### src/rtl/rvfi_mon_pkg.sv
// Shared types and helpers for the RVFI retirement monitor.
package rvfi_mon_pkg;

  typedef enum logic [3:0] {
    ERR_NONE        = 4'd0,
    ERR_ORDER       = 4'd1,
    ERR_PC          = 4'd2,
    ERR_X0          = 4'd3,
    ERR_MEM_BOTH    = 4'd4,
    ERR_MEM_MASK    = 4'd5,
    ERR_RS_MISMATCH = 4'd6,
    ERR_HALT_RETIRE = 4'd7
  } err_code_e;

  typedef enum logic [1:0] {
    ST_IDLE,
    ST_RUN,
    ST_HALTED,
    ST_FAIL
  } state_e;

  localparam logic [3:0] MASK_NONE = 4'b0000;
  localparam logic [3:0] MASK_B0   = 4'b0001;
  localparam logic [3:0] MASK_B1   = 4'b0010;
  localparam logic [3:0] MASK_B2   = 4'b0100;
  localparam logic [3:0] MASK_B3   = 4'b1000;
  localparam logic [3:0] MASK_H0   = 4'b0011;
  localparam logic [3:0] MASK_H1   = 4'b1100;
  localparam logic [3:0] MASK_W    = 4'b1111;

  // A byte mask is legal if it is one of the naturally aligned shapes and
  // sits where the low address bits say it should. An empty mask is legal.
  function automatic logic mask_legal(input logic [3:0] mask, input logic [1:0] addr);
    logic ok;
    case (mask)
      MASK_NONE: ok = 1'b1;
      MASK_B0:   ok = (addr == 2'd0);
      MASK_B1:   ok = (addr == 2'd1);
      MASK_B2:   ok = (addr == 2'd2);
      MASK_B3:   ok = (addr == 2'd3);
      MASK_H0:   ok = (addr[1] == 1'b0);
      MASK_H1:   ok = (addr[1] == 1'b1);
      MASK_W:    ok = (addr == 2'd0);
      default:   ok = 1'b0;
    endcase
    return ok;
  endfunction

endpackage

### src/rtl/rvfi_mon_shadow_rf.sv
// Shadow integer register file used to cross-check retired source operands.
// Writes land on the clock edge after the writing retirement, so the very
// next retirement already reads the new value from the array.
module rvfi_mon_shadow_rf (
  input  logic        clk_i,
  input  logic        rst_ni,
  input  logic        clear_i,
  input  logic        we_i,
  input  logic [4:0]  waddr_i,
  input  logic [31:0] wdata_i,
  input  logic [4:0]  rs1_addr_i,
  input  logic [31:0] rs1_rdata_i,
  input  logic [4:0]  rs2_addr_i,
  input  logic [31:0] rs2_rdata_i,
  output logic        rs1_bad_o,
  output logic        rs2_bad_o
);

  logic [31:0] regs_q [32];
  logic [31:0] valid_q;
  logic [31:0] valid_d;

  // Valid bits: set on write, wiped by clear.
  always_comb begin
    valid_d = valid_q;
    if (clear_i) begin
      valid_d = '0;
    end else if (we_i) begin
      valid_d[waddr_i] = 1'b1;
    end
  end

  // Valid-bit register with async reset.
  always_ff @(posedge clk_i or negedge rst_ni) begin
    if (!rst_ni) begin
      valid_q <= '0;
    end else begin
      valid_q <= valid_d;
    end
  end

  // Data storage needs no reset; entries are only trusted once valid.
  always_ff @(posedge clk_i) begin
    if (we_i && !clear_i) begin
      regs_q[waddr_i] <= wdata_i;
    end
  end

  // Operand compare: x0 must read zero, other registers must match once known.
  always_comb begin
    rs1_bad_o = 1'b0;
    rs2_bad_o = 1'b0;
    if (rs1_addr_i == '0) begin
      rs1_bad_o = (rs1_rdata_i != '0);
    end else if (valid_q[rs1_addr_i]) begin
      rs1_bad_o = (rs1_rdata_i != regs_q[rs1_addr_i]);
    end
    if (rs2_addr_i == '0) begin
      rs2_bad_o = (rs2_rdata_i != '0);
    end else if (valid_q[rs2_addr_i]) begin
      rs2_bad_o = (rs2_rdata_i != regs_q[rs2_addr_i]);
    end
  end

endmodule

### src/rtl/rvfi_monitor.sv
// Passive RVFI retirement checker: order, PC continuity, x0 writes, memory
// mask legality and post-halt retirement; first error is sticky and captured.
// Optional shadow register-file operand check enabled by RVFI_MON_SHADOW_EN.
module rvfi_monitor
  import rvfi_mon_pkg::*;
#(
  parameter int unsigned ORDER_W  = 64,
  parameter int unsigned CNT_W    = 32,
  parameter logic [31:0] RESET_PC = 32'h0000_0000
) (
  input  logic               clk_i,
  input  logic               rst_ni,
  input  logic               clear_i,
  input  logic               rvfi_valid,
  input  logic [ORDER_W-1:0] rvfi_order,
  input  logic [31:0]        rvfi_insn,
  input  logic               rvfi_trap,
  input  logic               rvfi_halt,
  input  logic               rvfi_intr,
  input  logic [4:0]         rvfi_rs1_addr,
  input  logic [4:0]         rvfi_rs2_addr,
  input  logic [31:0]        rvfi_rs1_rdata,
  input  logic [31:0]        rvfi_rs2_rdata,
  input  logic [4:0]         rvfi_rd_addr,
  input  logic [31:0]        rvfi_rd_wdata,
  input  logic [31:0]        rvfi_pc_rdata,
  input  logic [31:0]        rvfi_pc_wdata,
  input  logic [31:0]        rvfi_mem_addr,
  input  logic [3:0]         rvfi_mem_rmask,
  input  logic [3:0]         rvfi_mem_wmask,
  output logic               err_o,
  output logic [3:0]         err_code_o,
  output logic [ORDER_W-1:0] err_order_o,
  output logic [31:0]        err_pc_o,
  output logic [CNT_W-1:0]   retired_cnt_o,
  output logic               halted_o
);

  state_e             state_q, state_d;
  logic [ORDER_W-1:0] exp_order_q, exp_order_d;
  logic [31:0]        exp_pc_q, exp_pc_d;
  logic [CNT_W-1:0]   cnt_q, cnt_d;
  logic               err_q, err_d;
  err_code_e          err_code_q, err_code_d;
  logic [ORDER_W-1:0] err_order_q, err_order_d;
  logic [31:0]        err_pc_q, err_pc_d;
  logic               halted_q, halted_d;

  err_code_e code_sel;
  logic      rs_bad;
  logic      chk_active;
  logic      err_hit;
  logic      accept;

  logic unused_sink;
  assign unused_sink = ^{rvfi_insn, rvfi_mem_addr[31:2]};

`ifdef RVFI_MON_SHADOW_EN
  logic rs1_bad, rs2_bad, sh_we;
  assign sh_we  = accept && !rvfi_trap && (rvfi_rd_addr != '0);
  assign rs_bad = rs1_bad | rs2_bad;

  rvfi_mon_shadow_rf u_shadow (
    .clk_i       (clk_i),
    .rst_ni      (rst_ni),
    .clear_i     (clear_i),
    .we_i        (sh_we),
    .waddr_i     (rvfi_rd_addr),
    .wdata_i     (rvfi_rd_wdata),
    .rs1_addr_i  (rvfi_rs1_addr),
    .rs1_rdata_i (rvfi_rs1_rdata),
    .rs2_addr_i  (rvfi_rs2_addr),
    .rs2_rdata_i (rvfi_rs2_rdata),
    .rs1_bad_o   (rs1_bad),
    .rs2_bad_o   (rs2_bad)
  );
`else
  logic unused_shadow_sink;
  assign unused_shadow_sink = ^{rvfi_trap, rvfi_rs1_addr, rvfi_rs2_addr,
                                rvfi_rs1_rdata, rvfi_rs2_rdata};
  assign rs_bad = 1'b0;
`endif

  // Highest-priority violation of the current retirement.
  always_comb begin
    code_sel = ERR_NONE;
    if (rvfi_order != exp_order_q) begin
      code_sel = ERR_ORDER;
    end else if ((rvfi_pc_rdata != exp_pc_q) && !rvfi_intr) begin
      code_sel = ERR_PC;
    end else if ((rvfi_rd_addr == '0) && (rvfi_rd_wdata != '0)) begin
      code_sel = ERR_X0;
    end else if ((rvfi_mem_rmask != '0) && (rvfi_mem_wmask != '0)) begin
      code_sel = ERR_MEM_BOTH;
    end else if (!mask_legal(rvfi_mem_rmask, rvfi_mem_addr[1:0]) ||
                 !mask_legal(rvfi_mem_wmask, rvfi_mem_addr[1:0])) begin
      code_sel = ERR_MEM_MASK;
    end else if (rs_bad) begin
      code_sel = ERR_RS_MISMATCH;
    end else if (state_q == ST_HALTED) begin
      code_sel = ERR_HALT_RETIRE;
    end
  end

  // Next-state: clear first, then a new error overrides (error beats clear),
  // otherwise an accepted retirement advances the expectations.
  always_comb begin
    chk_active  = rvfi_valid && ((state_q != ST_FAIL) || clear_i);
    err_hit     = chk_active && (code_sel != ERR_NONE);
    accept      = rvfi_valid && !err_hit && (state_q != ST_FAIL) && !clear_i;

    state_d     = state_q;
    exp_order_d = exp_order_q;
    exp_pc_d    = exp_pc_q;
    cnt_d       = cnt_q;
    err_d       = err_q;
    err_code_d  = err_code_q;
    err_order_d = err_order_q;
    err_pc_d    = err_pc_q;
    halted_d    = halted_q;

    if (clear_i) begin
      state_d     = ST_IDLE;
      exp_order_d = '0;
      exp_pc_d    = RESET_PC;
      cnt_d       = '0;
      err_d       = 1'b0;
      err_code_d  = ERR_NONE;
      err_order_d = '0;
      err_pc_d    = '0;
      halted_d    = 1'b0;
    end

    if (err_hit) begin
      state_d     = ST_FAIL;
      err_d       = 1'b1;
      err_code_d  = code_sel;
      err_order_d = rvfi_order;
      err_pc_d    = rvfi_pc_rdata;
    end else if (accept) begin
      exp_order_d = exp_order_q + ORDER_W'(1);
      exp_pc_d    = rvfi_pc_wdata;
      cnt_d       = cnt_q + CNT_W'(1);
      if (rvfi_halt) begin
        state_d  = ST_HALTED;
        halted_d = 1'b1;
      end else begin
        state_d  = ST_RUN;
      end
    end
  end

  // Monitor state and registered outputs.
  always_ff @(posedge clk_i or negedge rst_ni) begin
    if (!rst_ni) begin
      state_q     <= ST_IDLE;
      exp_order_q <= '0;
      exp_pc_q    <= RESET_PC;
      cnt_q       <= '0;
      err_q       <= 1'b0;
      err_code_q  <= ERR_NONE;
      err_order_q <= '0;
      err_pc_q    <= '0;
      halted_q    <= 1'b0;
    end else begin
      state_q     <= state_d;
      exp_order_q <= exp_order_d;
      exp_pc_q    <= exp_pc_d;
      cnt_q       <= cnt_d;
      err_q       <= err_d;
      err_code_q  <= err_code_d;
      err_order_q <= err_order_d;
      err_pc_q    <= err_pc_d;
      halted_q    <= halted_d;
    end
  end

  assign err_o         = err_q;
  assign err_code_o    = err_code_q;
  assign err_order_o   = err_order_q;
  assign err_pc_o      = err_pc_q;
  assign retired_cnt_o = cnt_q;
  assign halted_o      = halted_q;

endmodule
### config.mk
export PLATFORM = sky130hd
export DESIGN_NAME = rvfi_monitor
export DESIGN_NICKNAME = d
export VERILOG_FILES = /design/src/rtl/rvfi_mon_pkg.sv /design/src/rtl/rvfi_mon_shadow_rf.sv /design/src/rtl/rvfi_monitor.sv
export SDC_FILE = /design/constraint.sdc
export NUM_CORES = 1
export LEC_CHECK = 0
export ABC_CLOCK_PERIOD_IN_PS = 3200
export CAP_MARGIN = 10
export CORE_MARGIN = 1.5
export CORE_UTILIZATION = 30
export CTS_CLUSTER_SIZE = 12
export DETAILED_ROUTE_END_ITERATION = 7
export HOLD_SLACK_MARGIN = 0.02
export PLACE_DENSITY = 0.68
export SLEW_MARGIN = 20
export SYNTH_ARGS = -nofsm -noshare
export SYNTH_HDL_FRONTEND = slang
export SYNTH_SLANG_ARGS = --single-unit
export TNS_END_PERCENT = 20
### constraint.sdc
create_clock -name clk_i -period 3.2 [get_ports clk_i]
set_clock_uncertainty 0.15 [all_clocks]
set_input_delay 0.64 -clock clk_i [delete_from_list [all_inputs] [get_ports clk_i]]
set_output_delay 0.64 -clock clk_i [all_outputs]
set_load 0.03 [all_outputs]
==> results.yml <==
outcome:
  status: "finished, violations left"
  violations: "DRC"
routing:
  via_per_inst: 5.27
  wl_per_cell_um: 19.0
  postRouteAntennaNets: 0
  drt_iter0_drc: 795
  drc: 18
  num_vias: 11900
  wl_um: 43000
  firstDrtPassIters: 8
clocking:
  path_clk_slew_ps: 60
  clockRootBuffer: "clkbuf_16"
  cts_inserted_buffers: 28
  cts_tree: "built"
  clkSinkCount: 231
  htreeDepth: 1
  clkLatencyLatePin_ps: 550
  clockBufferDepth: 3
placed_design:
  pre_cts_slack_ps: -587
  gp_congestion: 0.922
  dp.cells: 2208
  dpl.hpwl_um: 30600
  place.port_buffers: 313
sta:
  fin_setup_tns_ps: 0
  max_freq_ghz: 0.318
  finalMaxSlewViolations: 0
  post-route-period-util: 0.982
  finalCriticalPeriod_ps: 3140
  finalHoldViolations: 0
  setup_viol: 0
  layout_setup_ws_ps: 57.2
  worst_pin_slew_ps: 987
  slew_headroom: 0.342
  whs_ps: 280
yosys:
  muxShareOfSynthArea: 0.0141
  synth_common_cells: "231 x dfrtp_1, 211 x nand2_1, 110 x inv_1"
  yosys.area_share.simple: 0.207
  yosys.cell_count.top_type: "dfrtp_1"
  synth-xor-area-share: 0.0672
  synthTopCellsByArea: "dfrtp_1 46%, xnor2_1 6.7%, nand2_1 6.3%, o32ai_1 5.3%, inv_1 3.3%"
  synth_flop_cell: "dfrtp_1"
  synth_top_area_share: 0.462
  synth_fp_nets: 1686
  synth_cell_types: 67
  synth_compound_area_frac: 0.182
  synth_top_family_by_area: "simple AND/OR/NAND/NOR gates"
  ys_seq_elements: 231
  yosys_warnings: 0
  synth_edf_count: 0
  netlist_area_mm2: 0.0125
  syn_area_per_cell_um2: 9.16
  syn_inst: 1366
  yosys.area.top_type: "dfrtp_1"
  synth_fa_ha_area_frac: 0.00200
  synth-async-reset-ratio: 1.00
  ys_seq_area_frac: 0.462
global_routing:
  grt_use_total: 0.192
  antenna_found_initial: 0
  grt_max_degree: 75
  grt_pass1_wl_um: 66000
  overflow: 0
  grt_pass1_vias: 11600
floorplan:
  die_height_um: 207
  ios: 452
  fp.dieW_um: 207
  dieArea_mm2: 0.0429
  num_rows: 74
  core-area_mm2: 0.0410
  start_util: 0.305
setup_path:
  path_max_fanout: 31
  arrival_ps: 3460
  cp-end-kind: "register"
  cp-start-kind: "primary input"
  path_class: "primary input to register"
  cp.required_ps: 3520
final_layout:
  finish.utilization: 0.438
  fillCellCount: 3913
  layout.cells.non_filler: 2265
  nNetsFinal: 2031
  antenna_cells: 0
  area_delta_synth_final_pct: 43.5
  layout-drive-gt1-share: 0.117
power:
  p_per_area_mw_per_mm2: 429
  ir_worst_vdd_mv: 0.349
  p_leak_nw: 7.02
hold_path:
  min_path_type: "primary input to register"
flow_run:
  drv_cap: 0
==> registers in the layout (all words and copies together), names as in the netlist <==
register	count
err_pc_o	32
retired_cnt_o	32
err_code_o	3
state_q	2
exp_pc_q	32
exp_order_q	64
halted_o	1
err_order_o	64
err_o	1
==> critical path, cell delays in order <==
cell and delay (ps):
clkdlybuf4s50_1 540, xnor2_2 150, nand4_1 200, nor4_1 290
buf_4 160, and4_1 190, buf_4 150, nand4_4 80
buf_4 180, clkbuf_16 200, or4_1 510, a21oi_1 150
==> cells in the final DEF (no fill, tap or decap), drive strengths merged, types with 7 or more instances in the layout <==
master         instances
nor4                  18
o31ai                 31
clkbuf                44
mux2i                 12
nor2                  29
or3                   51
xnor2                 96
a21oi                 79
buf                   93
nand3                 41
nand2                211
dfrtp                231
and3                  15
o21ai                 84
inv                  112
dlymetal6s2s          11
nand4                 61
nor2b                  7
and4                  10
nor3                   7
o32ai                 96
or4                   31
clkdlybuf4s50        300
==> path summary, 6_finish.rpt <==
kind                            slack, ps  cells past startpoint                      start                           to
worst max-delay path                   60                     12             rvfi_order[27]    exp_order_q[22]$_DFF_PN0_
worst min-delay path                  280                      3             rvfi_order[20]  err_order_o[20]$_DFFE_PN0P_
worst max register to register         90                     11  exp_order_q[41]$_DFF_PN0_    exp_order_q[22]$_DFF_PN0_
worst min register to register        340                      1          err_o$_DFFE_PN0P_            err_o$_DFFE_PN0P_
max in group asynchronous            1580                      3                     rst_ni    exp_order_q[11]$_DFF_PN0_
min in group asynchronous             490                      2                     rst_ni  err_order_o[57]$_DFFE_PN0P_
==> final cells by class <==
type                    count  area, um2  area share
well taps                 532        666      0.0371
flip-flops and latches    231       5780       0.322
clock buffers              42        825      0.0459
clock inverters            10        131     0.00732
multi-input cells         931       6070       0.338
inverters                 112        420      0.0234
repair buffers            407       4060       0.226
==> through the flow <==
step                      cell area (um2)  power (W)
after global routing                18000    0.00800
after detailed placement            16800    0.00445
after global placement              16800    0.00443
after floorplan                     12500    0.00372
after CTS                           17700    0.00779
final                               18000    0.00771
==> what timing repair did <==
item / in CTS / in global routing
gates resized for setup: 1 / 30
endpoints found under the hold margin: 57 / 0
endpoints found under the setup margin: 12 / 132
pin swaps: 0 / 17
hold buffers: 1 / 0
cloned: 0 / 2
buffers inserted: 0 / 2
==> where the power goes <==
part	switching, W	internal [W]	leakage [nW]	total [W]
clock	0.00130	0.00201	0.469	0.00331
combinational	0.000718	0.000578	3.44	0.00130
sequential	0.0000659	0.00304	3.11	0.00310
total	0.00208	0.00563	7.02	0.00771
==> routing by layer <==
metal / up-vias / track usage / share of wire
met5: - / 0 / 0
met4: 0 / 0.0525 / 0.026
met3: 66 / 0.0272 / 0.061
met2: 427 / 0.330 / 0.49
met1: 5833 / 0.253 / 0.42
li1: 5610 / - / -
==> cell families (layout without fill, tap and decap cells) <==
family | count (synthesis) | in the layout
xor gates and xnor gates | 96 | 96
adders and majority gates | 2 | 2
and+or+nand+nor | 497 | 497
muxes | 17 | 17
DFF | 231 | 231
AOI/OAI and AO/OA | 318 | 318
buffers and inverters | 204 | 571
other | 1 | 1
Note: power is estimated with default switching activity, not from simulation.
